<file path="src/rtl/player_shot.sv">
// Player bullet controller: launches one bullet per fire press, walks it up the
// invader rows, retires it on a hit or off the top row, then enforces a cooldown.
module player_shot #(
    parameter int COLS           = 20,
    parameter int ROWS           = 8,
    parameter int STEP_TICKS     = 1000000,
    parameter int COOLDOWN_TICKS = 250000
) (
    input  logic       clk,
    input  logic       reset,
    input  logic       fire,
    input  logic [4:0] player_col,
    input  logic       hit,
    output logic       bullet_active,
    output logic [4:0] bullet_x,
    output logic [2:0] bullet_y,
    output logic       shot,
    output logic       miss
);

    localparam int STEP_W = (STEP_TICKS > 1) ? $clog2(STEP_TICKS) : 1;
    localparam int COOL_W = (COOLDOWN_TICKS > 0) ? $clog2(COOLDOWN_TICKS + 1) : 1;

    localparam logic [STEP_W-1:0] STEP_LAST  = STEP_W'(STEP_TICKS - 1);
    localparam logic [COOL_W-1:0] COOL_LAST  = COOL_W'((COOLDOWN_TICKS > 0) ? COOLDOWN_TICKS - 1 : 0);
    localparam logic [4:0]        COL_MAX    = 5'(COLS - 1);
    localparam logic [2:0]        ROW_BOTTOM = 3'(ROWS - 1);

    typedef enum logic [1:0] {
        IDLE,
        FLIGHT,
        COOLDOWN
    } state_t;

    state_t            state_q, state_d;
    logic              armed_q, armed_d;
    logic [STEP_W-1:0] step_q, step_d;
    logic [COOL_W-1:0] cool_q, cool_d;
    logic              active_d, shot_d, miss_d;
    logic [4:0]        x_d;
    logic [2:0]        y_d;

    always_comb begin
        // NOTE: every signal gets a default before the case so no path can infer a latch.
        state_d  = state_q;
        armed_d  = armed_q | ~fire;
        step_d   = step_q;
        cool_d   = cool_q;
        active_d = bullet_active;
        x_d      = bullet_x;
        y_d      = bullet_y;
        shot_d   = 1'b0;
        miss_d   = 1'b0;

        case (state_q)
            IDLE: begin
                if (fire && armed_q) begin
                    state_d  = FLIGHT;
                    armed_d  = 1'b0;
                    active_d = 1'b1;
                    x_d      = (player_col > COL_MAX) ? COL_MAX : player_col;
                    y_d      = ROW_BOTTOM;
                    shot_d   = 1'b1;
                    step_d   = '0;
                end
            end

            FLIGHT: begin
                // A hit beats a coincident row step; leaving row 0 is a miss.
                if (hit || (step_q == STEP_LAST && bullet_y == 3'd0)) begin
                    state_d  = (COOLDOWN_TICKS == 0) ? IDLE : COOLDOWN;
                    active_d = 1'b0;
                    x_d      = '0;
                    y_d      = '0;
                    miss_d   = ~hit;
                    step_d   = '0;
                    cool_d   = '0;
                end else if (step_q == STEP_LAST) begin
                    y_d    = bullet_y - 3'd1;
                    step_d = '0;
                end else begin
                    step_d = step_q + 1'b1;
                end
            end

            COOLDOWN: begin
                if (cool_q == COOL_LAST) begin
                    state_d = IDLE;
                end else begin
                    cool_d = cool_q + 1'b1;
                end
            end

            default: state_d = IDLE;
        endcase
    end

    always_ff @(posedge clk) begin
        // NOTE: sequential state uses non-blocking assignments so every register samples pre-edge values.
        if (reset) begin
            state_q       <= IDLE;
            armed_q       <= 1'b1;
            step_q        <= '0;
            cool_q        <= '0;
            bullet_active <= 1'b0;
            bullet_x      <= '0;
            bullet_y      <= '0;
            shot          <= 1'b0;
            miss          <= 1'b0;
        end else begin
            state_q       <= state_d;
            armed_q       <= armed_d;
            step_q        <= step_d;
            cool_q        <= cool_d;
            bullet_active <= active_d;
            bullet_x      <= x_d;
            bullet_y      <= y_d;
            shot          <= shot_d;
            miss          <= miss_d;
        end
    end

endmodule

</file>
<file path="config.mk">
export PLATFORM = sky130hd
export DESIGN_NAME = player_shot
export DESIGN_NICKNAME = d
export VERILOG_FILES = /design/src/rtl/player_shot.sv
export SDC_FILE = /design/constraint.sdc
export NUM_CORES = 1
export LEC_CHECK = 0
export BUFFER_PORTS_ARGS = -buffer_cell sky130_fd_sc_hd__buf_2
export CORE_MARGIN = 2
export CORE_UTILIZATION = 62
export CTS_BUF_LIST = sky130_fd_sc_hd__clkbuf_4 sky130_fd_sc_hd__clkbuf_8
export DETAILED_ROUTE_END_ITERATION = 12
export PLACE_DENSITY = 0.85
export SETUP_SLACK_MARGIN = 0.4
export SLEW_MARGIN = 20
export SYNTH_ARGS = -nofsm -noshare
export SYNTH_HDL_FRONTEND = slang
export SYNTH_SLANG_ARGS = --single-unit
</file>
<file path="constraint.sdc">
create_clock -name clk -period 2.5 [get_ports clk]
set_input_delay 0.125 -clock clk [delete_from_list [all_inputs] [get_ports clk]]
set_output_delay 0.125 -clock clk [all_outputs]
set_load 0.02 [all_outputs]
</file>
## Word-level counts from Yosys, hierarchy flattened

Index checks and enable logic that the tools add are counted.

- Input port bits: 9
- Bits in registers: 52
- Output and inout port bits: 11

- Mux-type cells: 25
- Bitwise operators: 6
- Reduce and logical (&&, ||, !) cells: 14
- Eq/ne operators: 9
- $lt $le $gt $ge: 1
- Add/subtract/negate cells: 3

Operator list:

| kind | count |
|---|---|
| 20-bit 2-to-1 mux | 3 |
| 20-bit one-hot mux with 2 select lines | 1 |
| 18-bit 2-to-1 mux | 2 |
| 18-bit one-hot mux with 2 select lines | 1 |
| 20-bit by 1-bit adder with 20-bit output, second input constant | 1 |
| 20-bit == test, second input constant | 1 |
| 18-bit by 1-bit adder with 18-bit output, second input constant | 1 |
| 18-bit == test, second input constant | 1 |
| 5-bit 2-to-1 mux | 3 |
| 3-bit AND reduction | 4 |
| 5-bit one-hot mux with 2 select lines | 1 |
| 3-bit 2-to-1 mux | 3 |
| 2-bit != test, second input constant | 4 |
| 2-bit 2-to-1 mux | 3 |
| 2-bit one-hot mux with 3 select lines | 1 |
| 3-bit one-hot mux with 2 select lines | 1 |
| 5-bit greater-than comparator, second input constant | 1 |
| 1-bit 2-to-1 mux | 5 |
| 1-bit inverter | 5 |
| 2-bit nonzero test | 2 |
| 3-bit zero test | 1 |
| 3-bit != test, second input constant | 1 |
| 3-bit OR reduction | 1 |
| 3-bit by 1-bit subtractor with 3-bit output, second input constant | 1 |
| other kinds (9) | 10 |

## Longest topological paths before layout

Gate-level depths: netlist of the first run.

- Depth after elaboration: 5
- Gate-level depth with buffers: 8
- Mapped depth without buffers: 7

## Worst setup path after synthesis of the first run

No wires, ideal clock.

- Kind: reg2reg
- Start point: register step_q[8]
- End point: register step_q[10]
- Slack: 0.432 ns
- Required time: 2.383 ns
- Data arrival time: 1.950 ns
- Cell stages (with the launch flop): 7
- Cells stage by stage: dfxtp_1 > or4b_4 > nor4_4 > a21oi_2 > o21ai_4 > buf_2 > nor2_1

- Longest elaborated chain between the ends: 5
- Elaborated cells on any way between the ends: 7

Ends and longest elaborated chain:

| element | line | RTL |
|---|---|---|
| start: declaration | 37 | `logic [STEP_W-1:0] step_q, step_d;` |
| start signal: assignment | 113 | `step_q <= step_d;` |
| parallel branches: the longest is 3 deep, another holds 20-bit by 1-bit adder with 20-bit output | - |  |
| 20-bit 2-to-1 mux (*) | 70 | `if (hit \|\| (step_q == STEP_LAST && bullet_y == 3'd0)) begin` |
| 20-bit one-hot mux with 2 select lines (*) | 55 | `case (state_q)` |

Mark *: on every way between the ends.
A chain may end at the register's enable or synchronous reset.

## Final worst setup path of the first run

- Start point: register step_q[13]
- End point: register step_q[17]

The elaborated chain is that of the path after synthesis.

==> impl_metrics.py, run 1 <==
metrics = {
    "status": {
        "status": "completed",
    },
    "worst_setup_path": {
        "crit_type": "register to register",
        "critPathMaxFanout": 6,
        "critPathArrivalTime_ns": 2.36,
        "end_kind": "register",
        "r2r_cells": 9,
        "cp-start-kind": "register",
        "required_ns": 2.72,
    },
    "synth": {
        "synth_cells": 296,
        "ys_types": 50,
        "synth_seq_cells": 52,
        "syn_nets": 309,
        "avgSynthCellArea_um2": 8.78,
        "netlist_area_um2": 2600,
        "synth.area.top_cells": "dfxtp_1 (40%), xor2_1 (5.7%), nand2_1 (4.8%), a2111o_1 (4.8%), nor2_1 (3.9%)",
        "synth_top_area_share": 0.400,
        "synthFlopType": "dfxtp_1",
        "synth_edf_count": 0,
        "ys_async_sr_fraction": 0,
        "synth_top_cell_by_area": "dfxtp_1",
        "seq_area_frac_synth": 0.400,
        "ys_warn_count": 0,
    },
    "detailed_routing": {
        "via_per_inst": 6.23,
        "route.detailed.drc": 0,
        "wl_per_cell_um": 17.8,
        "routed_wl_um": 6810,
        "drtIter0Drc": 205,
        "routed-via-count": 2387,
        "dr.pass1.iters": 4,
        "drtAntennaViolNets": 0,
    },
    "cells_and_area": {
        "layout.cells.non_filler": 383,
        "nets": 345,
        "antenna_cells": 0,
        "utilization": 0.784,
        "nFillCells": 250,
        "drive_gt1_frac": 0.234,
        "area_delta_synth_final_pct": 21.6,
        "design_area_um2": 3160,
    },
    "clock_network": {
        "cts.clk_slew.worst_paths_ns": 0.11,
        "ctsHoldBuffers": 0,
        "clk_latency_ns": 0.32,
        "clockBufferDepth": 2,
        "clock-sinks": 52,
        "root_buffer": "clkbuf_8",
        "cts_tree": "done",
        "numCtsBuffers": 5,
        "htreeDepth": 2,
    },
    "sta": {
        "rsz0062_at_grt": "yes",
        "fin_tns_setup_ns": 0,
        "min_period_ns": 2.14,
        "final_max_slew_viol_count": 0,
        "max_clock_freq_mhz": 468,
        "post-route-period-util": 0.854,
        "hold_viol": 0,
        "fin_worst_skew_ns": 0.00942,
        "hold_slack_ns": 0.0142,
        "slew_headroom": 0.659,
        "finalSetupViolations": 0,
        "worst_pin_slew_ns": 0.510,
    },
    "floorplan": {
        "pin_count": 20,
        "die_h_um": 68.8,
        "start_util": 0.645,
        "die_width_um": 68.8,
        "core_um2": 4030,
        "num_rows": 23,
        "dieArea_um2": 4730,
    },
    "global_route": {
        "track_usage": 0.280,
        "grt_max_degree": 21,
        "grt_pass1_vias": 2072,
        "grt_pass1_wl_um": 9650,
        "antenna_found_initial": 0,
        "overflow": 0,
    },
    "hold_path": {
        "min_path_cells": 2,
        "hold_class": "primary input to register",
    },
    "placed_design": {
        "place.detailed.hpwl_um": 3770,
        "numPortBuffers": 19,
        "place_congestion": 0.830,
        "dpl_cell_area_um2": 2770,
        "dp_cells": 358,
    },
    "flow_run": {
        "drv_cap": 0,
    },
    "power_and_ir_drop": {
        "p_leak_nw": 1.21,
        "pwr_density_cell_nw_per_um2": 557,
        "ir_worst_vdd_uv": 580,
    },
}
[critical path: stages (launching register included)]
cell and delay, ns:
dfxtp_2 0.34, or4b_4 0.55, nor4_4 0.28, buf_4 0.18
buf_6 0.13, a21oi_4 0.07, o21ai_4 0.16, buf_6 0.15
buf_12 0.12, nor2_1 0.05
[power by group]
group          internal [W]  leakage [nW]  total [W]  switching [W]
Combinational      0.000111         0.728   0.000275       0.000164
Sequential         0.000851         0.423   0.000870      0.0000194
Clock              0.000302        0.0548   0.000614       0.000312
Total               0.00126          1.21    0.00176       0.000496
[metal layers]
metal	routed length [um]	share of wire	track usage
met1	3010	0.44	0.354
met5	0	0	0
met2	3380	0.50	0.445
met4	82	0.012	0.120
met3	330	0.048	0.0795
[registers in the layout, indices dropped and copies added (netlist names)]
| register | cells |
|---|---|
| bullet_y | 3 |
| shot | 1 |
| cool_q | 18 |
| state_q | 2 |
| armed_q | 1 |
| step_q | 20 |
| miss | 1 |
| bullet_x | 5 |
| bullet_active | 1 |
[synthesized netlist by cell type, drive strengths merged, types with 2 or more instances]
library cell   n
a2111o        11
a211o          3
a211oi         3
a21o           3
a21oi         15
a22o           3
and2           7
and3           5
and4           5
buf            7
clkbuf        10
dfxtp         52
ha             4
inv            8
mux2i          3
nand2         33
nand2b         3
nand3         19
nand4          9
nand4b         2
nor2          27
nor2b          3
nor3           2
nor4           2
nor4b          2
o2111ai        7
o211ai         2
o21ai         12
o2bb2ai        2
or4b           2
xnor2          3
xor2          17
[what timing repair did]
item                                    in CTS  in global routing
pin swaps                                    5                  7
endpoints found under the setup margin      41                 39
gates cloned                                 3                  1
buffers inserted                             9                  4
resized for setup                           11                 15
[cell families (layout without fill, tap and decap cells)]
family | Yosys count | after routing | share of synthesized area
xor gates and xnor gates | 20 | 20 | 0.0674
adders and majority gates | 4 | 4 | 0.0193
and+or+nand+nor | 126 | 126 | 0.258
muxes | 3 | 3 | 0.0116
DFF | 52 | 52 | 0.400
AOI/OAI and AO/OA | 66 | 68 | 0.200
buffers and inverters | 25 | 60 | 0.0428
[final timing paths]
path | from | to | slack [ns]
hold reg to reg | bullet_active | bullet_active | 0.47
setup / recovery | step_q[13] | step_q[17] | 0.36
setup reg to reg | step_q[13] | step_q[17] | 0.36
hold / removal | player_col[2] | bullet_x[2] | 0.01
[final cells by class]
| class | count | area (um2) | share of cell area |
|---|---|---|---|
| flip-flops and latches | 52 | 1050 | 0.331 |
| inverters | 8 | 30.0 | 0.00950 |
| clock buffers | 5 | 68.8 | 0.0218 |
| well taps | 50 | 62.6 | 0.0198 |
| repair buffers | 44 | 348 | 0.110 |
| multi-input cells | 221 | 1560 | 0.493 |
| clock inverters | 3 | 46.3 | 0.0146 |
[metrics by stage]
| stage | total power [W] | worst slack [ns] |
|---|---|---|
| 3_5_place_dp | 0.00109 | 0.209 |
| 3_3_place_gp | 0.00108 | 0.168 |
| 2_1_floorplan | 0.00103 | 0.432 |
| 6_report | 0.00176 | 0.365 |
| 4_1_cts | 0.00171 | 0.396 |
| 5_1_grt | 0.00181 | 0.318 |
[cells in the final DEF (no fill, tap or decap), types with 5 or more instances in the layout]
master / synthesis / final
nand3_1: 19 / 19
nand2_1: 33 / 33
dfxtp_1: 52 / 49
o2111ai_1: 7 / 7
inv_1: 8 / 8
buf_4: 0 / 18
and2_1: 7 / 7
buf_2: 2 / 19
xor2_1: 17 / 17
and4_1: 5 / 5
a21oi_1: 13 / 11
a2111o_1: 11 / 11
nor2_1: 27 / 22
o21ai_0: 9 / 9
nand4_1: 9 / 9
clkbuf_8: 0 / 5
No activity file was read; power rests on OpenSTA's default activity.
==> inputs of run 2 (changes only) <==
ABC_AREA = 1   (was default)
CORE_UTILIZATION = 63   (was 62)
PLACE_DENSITY = 0.86   (was 0.85)
SETUP_SLACK_MARGIN = 0.02   (was 0.4)
clock period = 2.4 ns   (was 2.5 ns; I/O delays follow)
==> run 2 against run 1 <==
  * Worst setup slack improved by 0.20 ns
  * Non-clock buffer count down 23
  * Clock-buffer cell count unchanged
  * Utilization shrank 7.5 points
  * Total power is 3.8% lower
  * Area after synthesis grew 13%
  * Clock power decreased by 16%
  * Sequential power is 4.8% higher
  * Wire length down 8.3%
  * Sequential cell count is the same
  * Final area is 0.95% lower
  * Cell count grew 31%
  * Critical path type is now primary input to register
  * Largest power group unchanged
==> impl_metrics.py, run 2 <==
metrics = {
    "status": {
        "status": "completed",
    },
    "global_route": {
        "grt_max_degree": 25,
        "antenna_found_initial": 0,
        "track_usage": 0.256,
        "overflow": 0,
        "grt_pass1_vias": 2468,
        "grt_pass1_wl_um": 10600,
    },
    "synth": {
        "synth_top_family_by_area": "simple AND/OR/NAND/NOR gates",
        "seq_area_frac_synth": 0.356,
        "synth_simple_gate_area_frac": 0.427,
        "synth_compound_area_frac": 0.0936,
        "yosysMostFrequentCell": "nand2_1",
        "synth_edf_count": 0,
        "ys_async_sr_fraction": 0,
        "synth_cells": 430,
        "synth_top_cell_by_area": "dfxtp_1",
        "synth.area.top_cells": "dfxtp_1 (36%), nand2_1 (12%), nor2_1 (8.7%), nand3_1 (8.2%), inv_1 (5.5%)",
        "synthFlopType": "dfxtp_1",
        "synth-adder-area-share": 0.0171,
        "ys_warn_count": 0,
        "avgSynthCellArea_um2": 6.81,
        "netlist_area_um2": 2930,
        "synth_seq_cells": 52,
        "syn_nets": 443,
        "synth_top_area_share": 0.356,
        "yosys.area_share.xor_xnor": 0.0239,
        "synthTopCellsByCount": "nand2_1 (90), nor2_1 (68), dfxtp_1 (52)",
        "yosys-mux-area-fraction": 0,
        "ys_types": 32,
    },
    "clock_network": {
        "cts_resized": 0,
        "clockBufferDepth": 2,
        "clk_latency_ns": 0.31,
        "htreeDepth": 2,
        "cts.clk_slew.worst_paths_ns": 0.10,
        "clock-sinks": 52,
        "cts_tree": "done",
        "root_buffer": "clkbuf_8",
        "numCtsBuffers": 5,
    },
    "worst_setup_path": {
        "critPathArrivalTime_ns": 2.09,
        "critPathMaxFanout": 13,
        "crit_type": "primary input to register",
        "critPathLaunch": "fire",
        "crit_end": "step_q[10]",
        "cp-start-kind": "primary input",
        "r2r_slack_ns": 0.57,
        "required_ns": 2.65,
        "end_kind": "register",
        "worstReg2RegEnd": "cool_q[1]",
        "r2r_start": "step_q[0]",
        "r2r_cells": 9,
    },
    "power_and_ir_drop": {
        "p_leak_nw": 1.19,
        "pwr_density_cell_nw_per_um2": 541,
        "ir_worst_vdd_uv": 430,
    },
    "sta": {
        "post-route-period-util": 0.765,
        "final_max_slew_viol_count": 0,
        "hold_viol": 0,
        "min_period_ns": 1.84,
        "fin_tns_setup_ns": 0,
        "fin_worst_skew_ns": 0.0122,
        "finalSetupViolations": 0,
        "timing.final.ws_setup_ns": 0.564,
        "slew_headroom": 0.630,
        "rsz0062_at_grt": "no",
        "worst_pin_slew_ns": 0.554,
        "max_clock_freq_mhz": 545,
        "hold_slack_ns": 0.0240,
    },
    "detailed_routing": {
        "route.detailed.drc": 0,
        "drtAntennaViolNets": 0,
        "routed_wl_um": 6240,
        "dr.pass1.iters": 4,
        "drtIter0Drc": 244,
        "via_per_inst": 5.53,
        "wl_per_cell_um": 12.4,
        "routed-via-count": 2777,
    },
    "floorplan": {
        "dieArea_um2": 5210,
        "start_util": 0.663,
        "die_h_um": 72.2,
        "core_um2": 4410,
        "num_rows": 24,
        "pin_count": 20,
        "die_width_um": 72.2,
    },
    "cells_and_area": {
        "antenna_cells": 0,
        "largest_reg_flops": 20,
        "multi_input_area_um2": 1640,
        "layout_common_cells": "nand2_1 (90), nor2_1 (68), dfxtp_1 (52)",
        "utilization": 0.709,
        "drive_gt1_frac": 0.176,
        "reg.largest.list": "step_q: 20 flops, cool_q: 18 flops, bullet_x: 5 flops",
        "area_delta_synth_final_pct": 6.92,
        "nFillCells": 349,
        "nets": 462,
        "top_register": "step_q",
        "layout_commonest_cell": "nand2_1",
        "regArea_um2": 1040,
    },
    "placed_design": {
        "numPortBuffers": 19,
        "place.detailed.hpwl_um": 4630,
        "dp_slack_ns": 0.609,
        "place_congestion": 0.922,
    },
    "hold_path": {
        "hold_class": "primary input to register",
        "min_path_cells": 2,
    },
    "flow_run": {
        "drv_cap": 0,
    },
}
## run 2: changes by cell type after synthesis, sizes merged, moves of 7 or more
cell     delta
nor2       +48
a2111o     -11
and2        -7
o2111ai     -7
nand3      +31
xor2       -11
inv        +38
a21oi      +13
nand2      +74
## run 2: worst min-delay path by stage
stage | start | to | slack (ns)
finish | hit | miss | 0.02
global route | hit | miss | 0.02
global placement | fire | armed_q | 0.33
detailed placement | fire | armed_q | 0.33
CTS | hit | miss | 0.01
floorplan | hit | miss | 0.20
## run 2: critical path, cell delays in order
cell           delay (ns)
dlygate4sd3_1        0.52
buf_2                0.11
nand2_1              0.05
inv_1                0.05
nand2_1              0.08
nand2_1              0.35
nand3_1              0.20
nor2_2               0.20
nand2_1              0.10
o21bai_1             0.13
nand3_1              0.08
nor2_1               0.09
## run 2: layout make-up
| class | count | share of cell area |
|---|---|---|
| clock buffer | 5 | 0.0220 |
| clock inverter | 3 | 0.00719 |
| tap | 52 | 0.0208 |
| multi-input combinational | 322 | 0.525 |
| sequential | 52 | 0.333 |
| inverter | 47 | 0.0564 |
| timing repair buffer | 21 | 0.0360 |
## run 2: per-layer routing
metal | global-route usage | share of wire | vias up
met4 | 0.103 | 0.013 | 0
met1 | 0.350 | 0.49 | 1258
li1 | - | - | 1429
met3 | 0.0625 | 0.069 | 7
met2 | 0.387 | 0.43 | 83
met5 | 0 | 0 | -
## run 2: power breakdown
part	switching, W	total, W	internal (W)
clock network	0.000308	0.000517	0.000210
logic	0.000191	0.000264	0.0000734
registers	0.0000196	0.000912	0.000892
total	0.000518	0.00169	0.00118
## run 2: repair_timing
item,CTS,global route
hold endpoints to repair,1,0
endpoints found under the setup margin,0,0
buffers inserted,0,0
hold buffers,1,0
## run 2: cell families after synthesis
| family | Yosys count |
|---|---|
| compound gates | 44 |
| xor+xnor | 8 |
| fa+ha+maj | 4 |
| buf+inv | 56 |
| flops | 52 |
| simple gates | 266 |
## run 2: stage by stage
step           power (W)  instance area [um2]  instances
2_1_floorplan    0.00114                 2930        430
3_3_place_gp     0.00119                 3030        493
3_5_place_dp     0.00120                 3030        493
4_1_cts          0.00171                 3130        502
5_1_grt          0.00178                 3130        502
6_report         0.00169                 3130        502
